File: src/rtl/rr_arb_pkg.sv
// Shared types, sizes and the cyclic priority search for rr_arbiter_4.
package rr_arb_pkg;

   localparam int N_REQ = 4;
   localparam int IDX_W = 2;

   typedef enum logic {
      IDLE  = 1'b0,
      GRANT = 1'b1
   } state_t;

   // Scan base, base+1, ... (mod N_REQ); first set bit wins.
   function automatic logic [IDX_W-1:0] next_winner(
      input logic [N_REQ-1:0] req,
      input logic [IDX_W-1:0] base
   );
      logic [IDX_W-1:0] w;
      logic [IDX_W-1:0] c;
      logic             f;
      w = base;
      f = 1'b0;
      for (int i = 0; i < N_REQ; i++) begin
         c = base + IDX_W'(i);
         if (!f && req[c]) begin
            w = c;
            f = 1'b1;
         end
      end
      return w;
   endfunction

endpackage

File: src/rtl/decoder_2x4.sv
// Binary to one-hot decoder, 2 bits in, 4 lines out.
module decoder_2x4 (
   input  logic [1:0] in_i,
   output logic [3:0] out_o
);

   assign out_o = 4'b0001 << in_i;

endmodule

File: src/rtl/rr_arbiter_4.sv
// Four-way round-robin arbiter with registered owner index.
// Define RR_ARB_TIMEOUT_EN to force rotation after MAX_HOLD cycles.
module rr_arbiter_4
   import rr_arb_pkg::*;
#(
   parameter int MAX_HOLD = 16,
   parameter int CNT_W    = 8
) (
   input  logic             clk,
   input  logic             reset,
   input  logic [N_REQ-1:0] req,
   output logic [N_REQ-1:0] gnt,
   output logic [IDX_W-1:0] gnt_idx,
   output logic             gnt_valid,
   output logic             preempt
);

   if (MAX_HOLD < 1 || MAX_HOLD > 255 || (2 ** CNT_W) <= MAX_HOLD) begin : g_bad_cfg
      $error("rr_arbiter_4: MAX_HOLD/CNT_W out of range");
   end

   state_t           state_q;
   logic [IDX_W-1:0] ptr_q;
   logic [IDX_W-1:0] idx_q;
   logic             valid_q;
   logic [IDX_W-1:0] idx_inc;
   logic [N_REQ-1:0] own;

   assign idx_inc = idx_q + 1'b1;

   decoder_2x4 u_dec (
      .in_i  (idx_q),
      .out_o (own)
   );

   assign gnt       = own & {N_REQ{valid_q}};
   assign gnt_idx   = idx_q;
   assign gnt_valid = valid_q;

`ifdef RR_ARB_TIMEOUT_EN
   logic [CNT_W-1:0] hold_q;
   logic             preempt_q;
   logic [N_REQ-1:0] others;

   assign others  = req & ~own;
   assign preempt = preempt_q;

   always_ff @(posedge clk or posedge reset) begin
      if (reset) begin
         state_q   <= IDLE;
         ptr_q     <= '0;
         idx_q     <= '0;
         valid_q   <= 1'b0;
         hold_q    <= '0;
         preempt_q <= 1'b0;
      end else begin
         preempt_q <= 1'b0;
         case (state_q)
            IDLE: begin
               if (|req) begin
                  state_q <= GRANT;
                  idx_q   <= next_winner(req, ptr_q);
                  valid_q <= 1'b1;
                  hold_q  <= '0;
               end
            end
            GRANT: begin
               if (!req[idx_q]) begin
                  ptr_q  <= idx_inc;
                  hold_q <= '0;
                  if (|req) begin
                     idx_q <= next_winner(req, idx_inc);
                  end else begin
                     state_q <= IDLE;
                     valid_q <= 1'b0;
                  end
               end else if (hold_q == CNT_W'(MAX_HOLD - 1) && |others) begin
                  // Owner still wants it, but someone else is waiting: revoke.
                  idx_q     <= next_winner(others, idx_inc);
                  ptr_q     <= idx_inc;
                  hold_q    <= '0;
                  preempt_q <= 1'b1;
               end else if (hold_q != CNT_W'(MAX_HOLD)) begin
                  hold_q <= hold_q + 1'b1;
               end
            end
            default: begin
               state_q <= IDLE;
               valid_q <= 1'b0;
            end
         endcase
      end
   end
`else
   assign preempt = 1'b0;

   always_ff @(posedge clk or posedge reset) begin
      if (reset) begin
         state_q <= IDLE;
         ptr_q   <= '0;
         idx_q   <= '0;
         valid_q <= 1'b0;
      end else begin
         case (state_q)
            IDLE: begin
               if (|req) begin
                  state_q <= GRANT;
                  idx_q   <= next_winner(req, ptr_q);
                  valid_q <= 1'b1;
               end
            end
            GRANT: begin
               // Release hands over on the same edge when anyone else waits.
               if (!req[idx_q]) begin
                  ptr_q <= idx_inc;
                  if (|req) begin
                     idx_q <= next_winner(req, idx_inc);
                  end else begin
                     state_q <= IDLE;
                     valid_q <= 1'b0;
                  end
               end
            end
            default: begin
               state_q <= IDLE;
               valid_q <= 1'b0;
            end
         endcase
      end
   end
`endif

endmodule

File: config.mk
export PLATFORM = sky130hd
export DESIGN_NAME = rr_arbiter_4
export DESIGN_NICKNAME = d
export VERILOG_FILES = /design/src/rtl/rr_arb_pkg.sv /design/src/rtl/decoder_2x4.sv /design/src/rtl/rr_arbiter_4.sv
export SDC_FILE = /design/constraint.sdc
export NUM_CORES = 1
export LEC_CHECK = 0
export ABC_AREA = 1
export BUFFER_PORTS_ARGS = -buffer_cell sky130_fd_sc_hd__buf_4
export CAP_MARGIN = 20
export CORE_UTILIZATION = 40
export CTS_CLUSTER_DIAMETER = 60
export DETAILED_ROUTE_END_ITERATION = 8
export PLACE_DENSITY = 0.63
export SETUP_SLACK_MARGIN = 0.3
export SLEW_MARGIN = 20
export SYNTH_ARGS = -nofsm -noshare
export SYNTH_HDL_FRONTEND = slang
export SYNTH_SLANG_ARGS = --single-unit
File: constraint.sdc
create_clock -name clk -period 1.85 [get_ports clk]
set_input_delay 0.2775 -clock clk [delete_from_list [all_inputs] [get_ports clk]]
set_output_delay 0.2775 -clock clk [all_outputs]
set_load 0.02 [all_outputs]
# After elaboration in Yosys (flattened, before gate mapping)
# Cells that the tools add are included.
# totals
regBits	6
in_bits	6
out_inout_bits	8
wordCells	100
# classes
n_addsub	7
n_lt_le_gt_ge	9
n_eq_ne	4
shifts	1
muxes	56
bitwise_logic	3
n_reduce_logical	16
# op_table
operator	n
1-bit 2-to-1 mux	35
2-bit by 3-bit < comparator with 1-bit output, second input constant	9
1-bit binary-select mux with 2-bit select	9
2-bit 2-to-1 mux	9
2-bit adder, second input constant	4
2-bit by 1-bit adder with 2-bit output, second input constant	3
1-bit logical AND	6
1-bit logical NOT	6
2-bit != test, second input constant	3
3-bit AND reduction	2
4-bit AND	1
1-bit one-hot mux with 2 select lines	2
2-bit one-hot mux with 2 select lines	1
4-bit OR reduction	1
1-bit by 2-bit left shift with 4-bit output, first input constant	1
2-bit by 1-bit != test with 1-bit output, second input constant	1
1-bit NOT	2
2-bit AND reduction	1

# Logic depth before layout (Yosys ltp)
# Gate-level depths: netlist of the first run.
# logic_depth
ltp_word	25
mapped_depth	17
depth_no_buf	16

# Hierarchy
# A second synthesis of the first run with hierarchy kept.
# hier_totals
hier_cells	155
area_unflattened_um2	879.6
# by_module_without_submodules
mod	n_inst	cells_each	area_each_um2	seq_area_each_um2
rr_arbiter_4	1	148	853.3	150.1
decoder_2x4	1	7	26.3	0.0

# Least setup slack after synthesis of the first run
# Ideal clock, no wire load.
# synth_timing
path_type	reg2reg
start	register idx_q[0], in the netlist gnt_idx[0]
end	register idx_q[1], in the netlist gnt_idx[1]
setup_time_ns	0.117
arrival_time_ns	1.871
path_slack_ns	-0.138
stages_incl_launch_ff	17
n_path_buf	1
period_less_slack_ns	1.988
path_cell_list	dfrtp_1 buf_6 inv_4 ha_1 inv_2 nand2_1 nand2_1 nand2_1 nand2_2 a21oi_2 nand3_1 nand2_1 inv_1 nand2_1 nand2_1 nand2_1 nand2_1
# synth_via
elab_chain_len	25
word_cells_on_any_way	40
cone_classes	4 x add/sub; 1 x eq/ne; 28 x mux; 7 x reduce/logical
# synth_lines
element	line	text
from (decl)	rr_arbiter_4.sv:24	logic [IDX_W-1:0] idx_q;
from (signal assigned)	rr_arbiter_4.sv:108	idx_q <= next_winner(req, ptr_q);
from (signal assigned)	rr_arbiter_4.sv:117	idx_q <= next_winner(req, idx_inc);
2-bit by 1-bit adder with 2-bit output (*)	rr_arbiter_4.sv:29	assign idx_inc = idx_q + 1'b1;
via idx_inc[0]	rr_arbiter_4.sv:26	logic [IDX_W-1:0] idx_inc;
1-bit binary-select mux with 2-bit select	rr_arb_pkg.sv:24	if (!f && req[c]) begin
1-bit 2-to-1 mux (not written as such)	rr_arb_pkg.sv:24	
1-bit 2-to-1 mux	rr_arb_pkg.sv:24	
1-bit 2-to-1 mux	rr_arbiter_4.sv:116	if (|req) begin
1-bit 2-to-1 mux	rr_arbiter_4.sv:114	if (!req[idx_q]) begin
1-bit 2-to-1 mux	rr_arbiter_4.sv:104	case (state_q)
[10 not listed]	--	
1-bit 2-to-1 mux	rr_arbiter_4.sv:114	
1-bit 2-to-1 mux	rr_arbiter_4.sv:104	
1-bit logical NOT	rr_arb_pkg.sv:24	
1-bit logical AND	rr_arb_pkg.sv:24	
2-bit 2-to-1 mux (*)	rr_arb_pkg.sv:24	
2-bit 2-to-1 mux (*)	rr_arbiter_4.sv:116	
2-bit 2-to-1 mux (*)	rr_arbiter_4.sv:114	
2-bit one-hot mux with 2 select lines (*)	rr_arbiter_4.sv:104	
# Mark *: on every way through the listed nets, which the timed path passes. The rest lies on a longest branch. The select of a mux whose other input is x is not followed.
# A chain may end at the register's enable or synchronous reset.

# Worst setup path in the final report of the first run
# Same ends and word-level chain as after synthesis.

==> results.yml, run 1 <==
status:
  status: "finished clean"
setup_path:
  required_ns: 1.99
  slowest_delay_ns: 0.41
  path_common_cell: "nand2_1"
  cpLargestDelayFamily: "simple AND/OR/NAND/NOR gates"
  worstPathMaxFanout: 7
  rrSetupSlack_ns: 0.14
  startpoint_type: "register"
  critPathLaunch: "gnt_idx[0]$_DFFE_PP0P_"
  path_class: "reg2reg"
  crit_slowest_cell: "dfrtp_2"
  worstReg2RegStart: "gnt_idx[0]$_DFFE_PP0P_"
  end_kind: "register"
  critPathBufInv: 2
  critPathArrivalTime_ns: 1.85
  path_cells: "inv_8 -> ha_4 -> inv_6 -> nand2_4 -> nand2_2 -> nand2_2 -> nand2_4 -> a21oi_4 -> nand2_1 -> nand2_1 -> nand3_1 -> nand2_1 -> nand2_1 -> nand2_1 -> nand2_1"
route:
  dr.pass1.iters: 4
  wl_mm: 2.18
  first_iter_violations: 9
  num_vias: 987
  route.detailed.drc: 0
  final_antenna_net_count: 0
  route.detailed.wl_per_inst_um: 10.9
  avgViaCountPerCell: 4.94
floorplanning:
  fp.dieH_um: 49.3
  initial_utilization_pct: 43.9
  core_area_um2: 2040
  dieArea_um2: 2430
  fp.dieW_um: 49.3
  io_pins: 14
  rows: 16
synth:
  netlist_top_cells_count: "nand2_1, nand3_1, inv_1"
  async_reset_ff_share_pct: 100
  netlist_instances: 154
  synth_cell_types: 22
  yosys_warnings: 0
  ys_seq_area_share_pct: 16.8
  synth_most_common_cell: "nand2_1"
  synth_area_leader_cell: "nand2_1"
  synth_area_leaders: "nand2_1, dfrtp_1, nand3_1"
  synth_top_area_share_pct: 31.0
  syn_avg_cell_area_um2: 5.82
  syn_nets: 166
  ys_seq_elements: 6
  synth_edf_count: 0
  synth_flop_cell: "dfrtp_1"
  synth_area_um2: 896
placement:
  placed_cell_area_um2: 1040
  port_buffers: 12
  routabilityCongestion: 0.800
  dpl.hpwl_mm: 1.66
clocking:
  cts_buffers: 3
  clk_pin_slew_ns: 0.05
  htreeDepth: 1
  clk_latency_ns: 0.25
  cts_sinks: 6
  cts_tree: "yes"
  cts.path.max_buffers: 2
  root_buffer: "clkbuf_4"
hold_path:
  hold_class: "in2reg"
  min-delay-start: "req[3]"
power_and_ir_drop:
  p_per_area_nw_per_um2: 2120
  p_leak_nw: 0.662
  power.total_mw: 2.43
  ir_worst_vdd_v: 0.00128
finish:
  fin_nets: 187
  area_growth_syn_to_layout_pct: 27.8
  antenna_cells: 0
  fin_area_um2: 1140
  drive_above_1_share_pct: 33.5
  fin_util_pct: 56.1
sta:
  finalCriticalPeriod_ns: 1.71
  clock_skew_ns: 0.00651
  setup-tns-final_ns: 0
  fmax_mhz: 586
  period_share_pct: 92.3
  holdWs_ns: 0.396
  slew_viol_final: 0
  rsz0062_at_grt: "true"
  finalHoldViolCount: 0
  setup_viol: 0
grt:
  grt_pass1_vias: 875
  track_usage_pct: 19.6
  grt_max_degree: 12
  antenna_found_initial: 0
  grt_pass1_wl_mm: 3.72
  gr-total-overflow: 0
flow_run:
  maxCapViolations: 0
-- worst paths after layout --
check	to	cells past startpoint
max in group asynchronous	gnt_idx[0]$_DFFE_PP0P_	3
setup reg to reg	gnt_idx[1]$_DFFE_PP0P_	15
setup / recovery	gnt_idx[1]$_DFFE_PP0P_	15
hold / removal	state_q$_DFF_PP0_	4
hold reg to reg	gnt_valid$_DFFE_PP0P_	2
min in group asynchronous	state_q$_DFF_PP0_	3
-- cells by family after synthesis --
group | share of synthesized area, %
DFF | 16.8
buffers and inverters | 10.8
and+or+nand+nor | 57.8
AOI/OAI and AO/OA | 5.87
other | 0.419
adders and majority gates | 8.38
-- metal layers --
layer | routed length [um] | global-route usage [%]
met5 | 0 | 0
met2 | 1030 | 31.3
met1 | 1050 | 26.3
met3 | 65 | 3.74
met4 | 36 | 5.88
-- repair_timing --
item	CTS	global route
hold buffers	1	0
setup endpoints to repair	4	8
hold endpoints to repair	6	0
pin swaps	9	11
setup buffers	2	0
gates resized for setup	8	10
-- cell usage in the layout, fill, tap and decap left out --
cell type	n
inv_8	1
a31oi_2	1
ha_4	1
ha_1	5
or2_1	1
a21oi_4	1
dfrtp_2	3
nor4_1	1
dfrtp_1	3
inv_6	1
nand2_4	5
nand3_1	18
o21ai_1	3
o21a_1	1
inv_1	11
o21ai_0	3
nand2_2	18
nand2_1	64
nor2_1	3
dlygate4sd3_1	1
clkbuf_4	3
inv_2	3
conb_1	1
inv_4	1
nand3_2	1
nor2_8	1
buf_4	18
-- registers in the layout, summed over array words and instances, names as in the netlist --
register / count
gnt_idx: 2
gnt_valid: 1
ptr_q: 2
state_q: 1
-- worst reg2reg max path, cell delays in order (launching register included) --
cell	delay [ns]
dfrtp_2	0.41
inv_8	0.04
ha_4	0.30
inv_6	0.05
nand2_4	0.05
nand2_2	0.06
nand2_2	0.09
nand2_4	0.07
a21oi_4	0.14
nand2_1	0.06
nand2_1	0.06
nand3_1	0.06
nand2_1	0.07
nand2_1	0.04
nand2_1	0.05
nand2_1	0.04
-- stage by stage --
stage	cells	setup slack, ns
floorplan	154	0.0401
finish	200	0.143
CTS	200	0.145
detailed placement	194	0.0815
global placement	194	0.108
global route	200	0.0314
-- report_power, final --
group          leakage (nW)  total [mW]  internal [mW]  switching, mW
logic                 0.580        2.02          0.766           1.26
registers            0.0683       0.283          0.192         0.0906
clock network        0.0138       0.126         0.0737         0.0519
-- area by class of cell --
class,instances,area [um2]
tap,27,33.8
clock buffer,3,22.5
multi-input combinational,128,711
inverter,17,78.8
fill,224,897
sequential,6,154
timing repair buffer,19,145
Note: power is estimated with default switching activity, not from simulation.
==> run 2: changes to the inputs <==
REMOVE_ABC_BUFFERS = 1   (was not set)
==> results.yml, run 2 (same netlist as run 1, synthesis figures left out) <==
finish:
  fin_nets: 191
  antenna_cells: 0
  num-fill-cells: 195
  final_common_cell: "nand2_1"
  drive_above_1_share_pct: 39.5
  fin_util_pct: 60.2
  mostFrequentLayoutCells: "nand2_1, buf_4, nand2_2"
  fin_area_um2: 1230
  area_growth_syn_to_layout_pct: 37.2
clocking:
  htreeDepth: 1
  cts_buffers: 3
  cts_sinks: 6
  clk_latency_ns: 0.25
  clk_pin_slew_ns: 0.05
  root_buffer: "clkbuf_4"
  cts.path.max_buffers: 2
  cts_tree: "yes"
setup_path:
  critPathArrivalTime_ns: 1.91
  startpoint_type: "register"
  required_ns: 1.99
  path_class: "reg2reg"
  slowest_delay_ns: 0.40
  path_common_cell: "nand2_1"
  crit_slowest_cell: "dfrtp_1"
  critPathBufInv: 2
  rrSetupSlack_ns: 0.08
  cpLargestDelayFamily: "simple AND/OR/NAND/NOR gates"
  end_kind: "register"
  worstPathMaxFanout: 11
  path_cells: "buf_4 -> buf_8 -> nand2_1 -> nand2_1 -> nand2_2 -> nand2_4 -> a21oi_4 -> nand2_1 -> nand2_1 -> nand3_2 -> nand2_1 -> nand2_1 -> nand2_1 -> nand2_1"
floorplanning:
  io_pins: 14
  core_area_um2: 2040
  fp.dieH_um: 49.3
  dieArea_um2: 2430
  initial_utilization_pct: 43.9
  rows: 16
  fp.dieW_um: 49.3
sta:
  fmax_mhz: 565
  clock_skew_ns: 0.00219
  rsz0062_at_grt: "true"
  finalCriticalPeriod_ns: 1.77
  setup_viol: 0
  slew_viol_final: 0
  finalHoldViolCount: 0
  period_share_pct: 95.6
placement:
  port_buffers: 12
  routabilityCongestion: 0.863
  placed_cell_area_um2: 1030
  dpl.hpwl_mm: 1.77
grt:
  track_usage_pct: 21.3
  antenna_found_initial: 0
  grt_pass1_vias: 965
  gr-total-overflow: 0
  grt_pass1_wl_mm: 3.97
  grt_max_degree: 12
hold_path:
  hold_class: "in2reg"
flow_run:
  maxCapViolations: 0
route:
  final_antenna_net_count: 0
  wl_mm: 2.47
  route.detailed.drc: 0
  first_iter_violations: 19
  dr.pass1.iters: 4
  route.detailed.wl_per_inst_um: 12.1
  num_vias: 1030
  avgViaCountPerCell: 5.05
status:
  status: "finished clean"
run 2: cell types whose count changed in the layout (fill, tap and decap cells not counted), sizes merged:
cell  delta
buf      +4
run 2: what timing repair did:
action                                 CTS  global route
setup endpoints to repair                4             8
pin swaps                               12            12
setup buffers                            3             2
hold buffers                             1             0
resized for setup                       11            24
endpoints found under the hold margin    6             0
run 2: layer usage:
layer  GRT usage, %  part of all wire [%]  wire length, um
met1           24.6                    44             1080
met2           39.3                    53             1300
met3           1.87                   1.0               25
met4           8.82                   2.4               59
met5              0                     0                0
run 2: layout make-up:
| type | count | area, um2 | area share [%] |
|---|---|---|---|
| clock buffers | 3 | 22.5 | 1.83 |
| inverters | 17 | 71.3 | 5.80 |
| multi-input cells | 128 | 768 | 62.5 |
| flip-flops and latches | 6 | 150 | 12.2 |
| well taps | 27 | 33.8 | 2.75 |
| repair buffers | 23 | 183 | 14.9 |
run 2: path summary, 6_finish.rpt:
check	startpoint	endpoint	depth (start not counted)
worst max-delay path	gnt_idx[0]$_DFFE_PP0P_	gnt_idx[1]$_DFFE_PP0P_	14
worst min-delay path	req[3]	state_q$_DFF_PP0_	4
min in group asynchronous	reset	ptr_q[0]$_DFFE_PP0P_	3
max in group asynchronous	reset	gnt_idx[0]$_DFFE_PP0P_	3
worst max register to register	gnt_idx[0]$_DFFE_PP0P_	gnt_idx[1]$_DFFE_PP0P_	14
worst min register to register	gnt_valid$_DFFE_PP0P_	gnt_valid$_DFFE_PP0P_	2
run 2: metrics by stage:
step,setup slack [ns],hold WS [ns],std cells,setup TNS (ns)
floorplan,-0.186,0.0685,151,-0.353
global placement,0.0529,0.224,195,0
detailed placement,-0.00184,0.228,195,-0.00184
CTS,0.142,0.389,202,0
global route,-0.0689,0.392,204,-0.0827
finish,0.0814,0.388,204,0
run 2: worst register-to-register path: stages, from the launching register on:
cell     delay [ns]
dfrtp_1        0.40
buf_4          0.15
buf_8          0.14
nand2_1        0.14
nand2_1        0.08
nand2_2        0.09
nand2_4        0.07
a21oi_4        0.17
nand2_1        0.08
nand2_1        0.08
nand3_2        0.05
nand2_1        0.06
nand2_1        0.05
nand2_1        0.06
nand2_1        0.05
Power of run 2 is left out: the tool's default activity adds up to more than one toggle a clock period on the data nets, which glitch-free logic cannot reach.
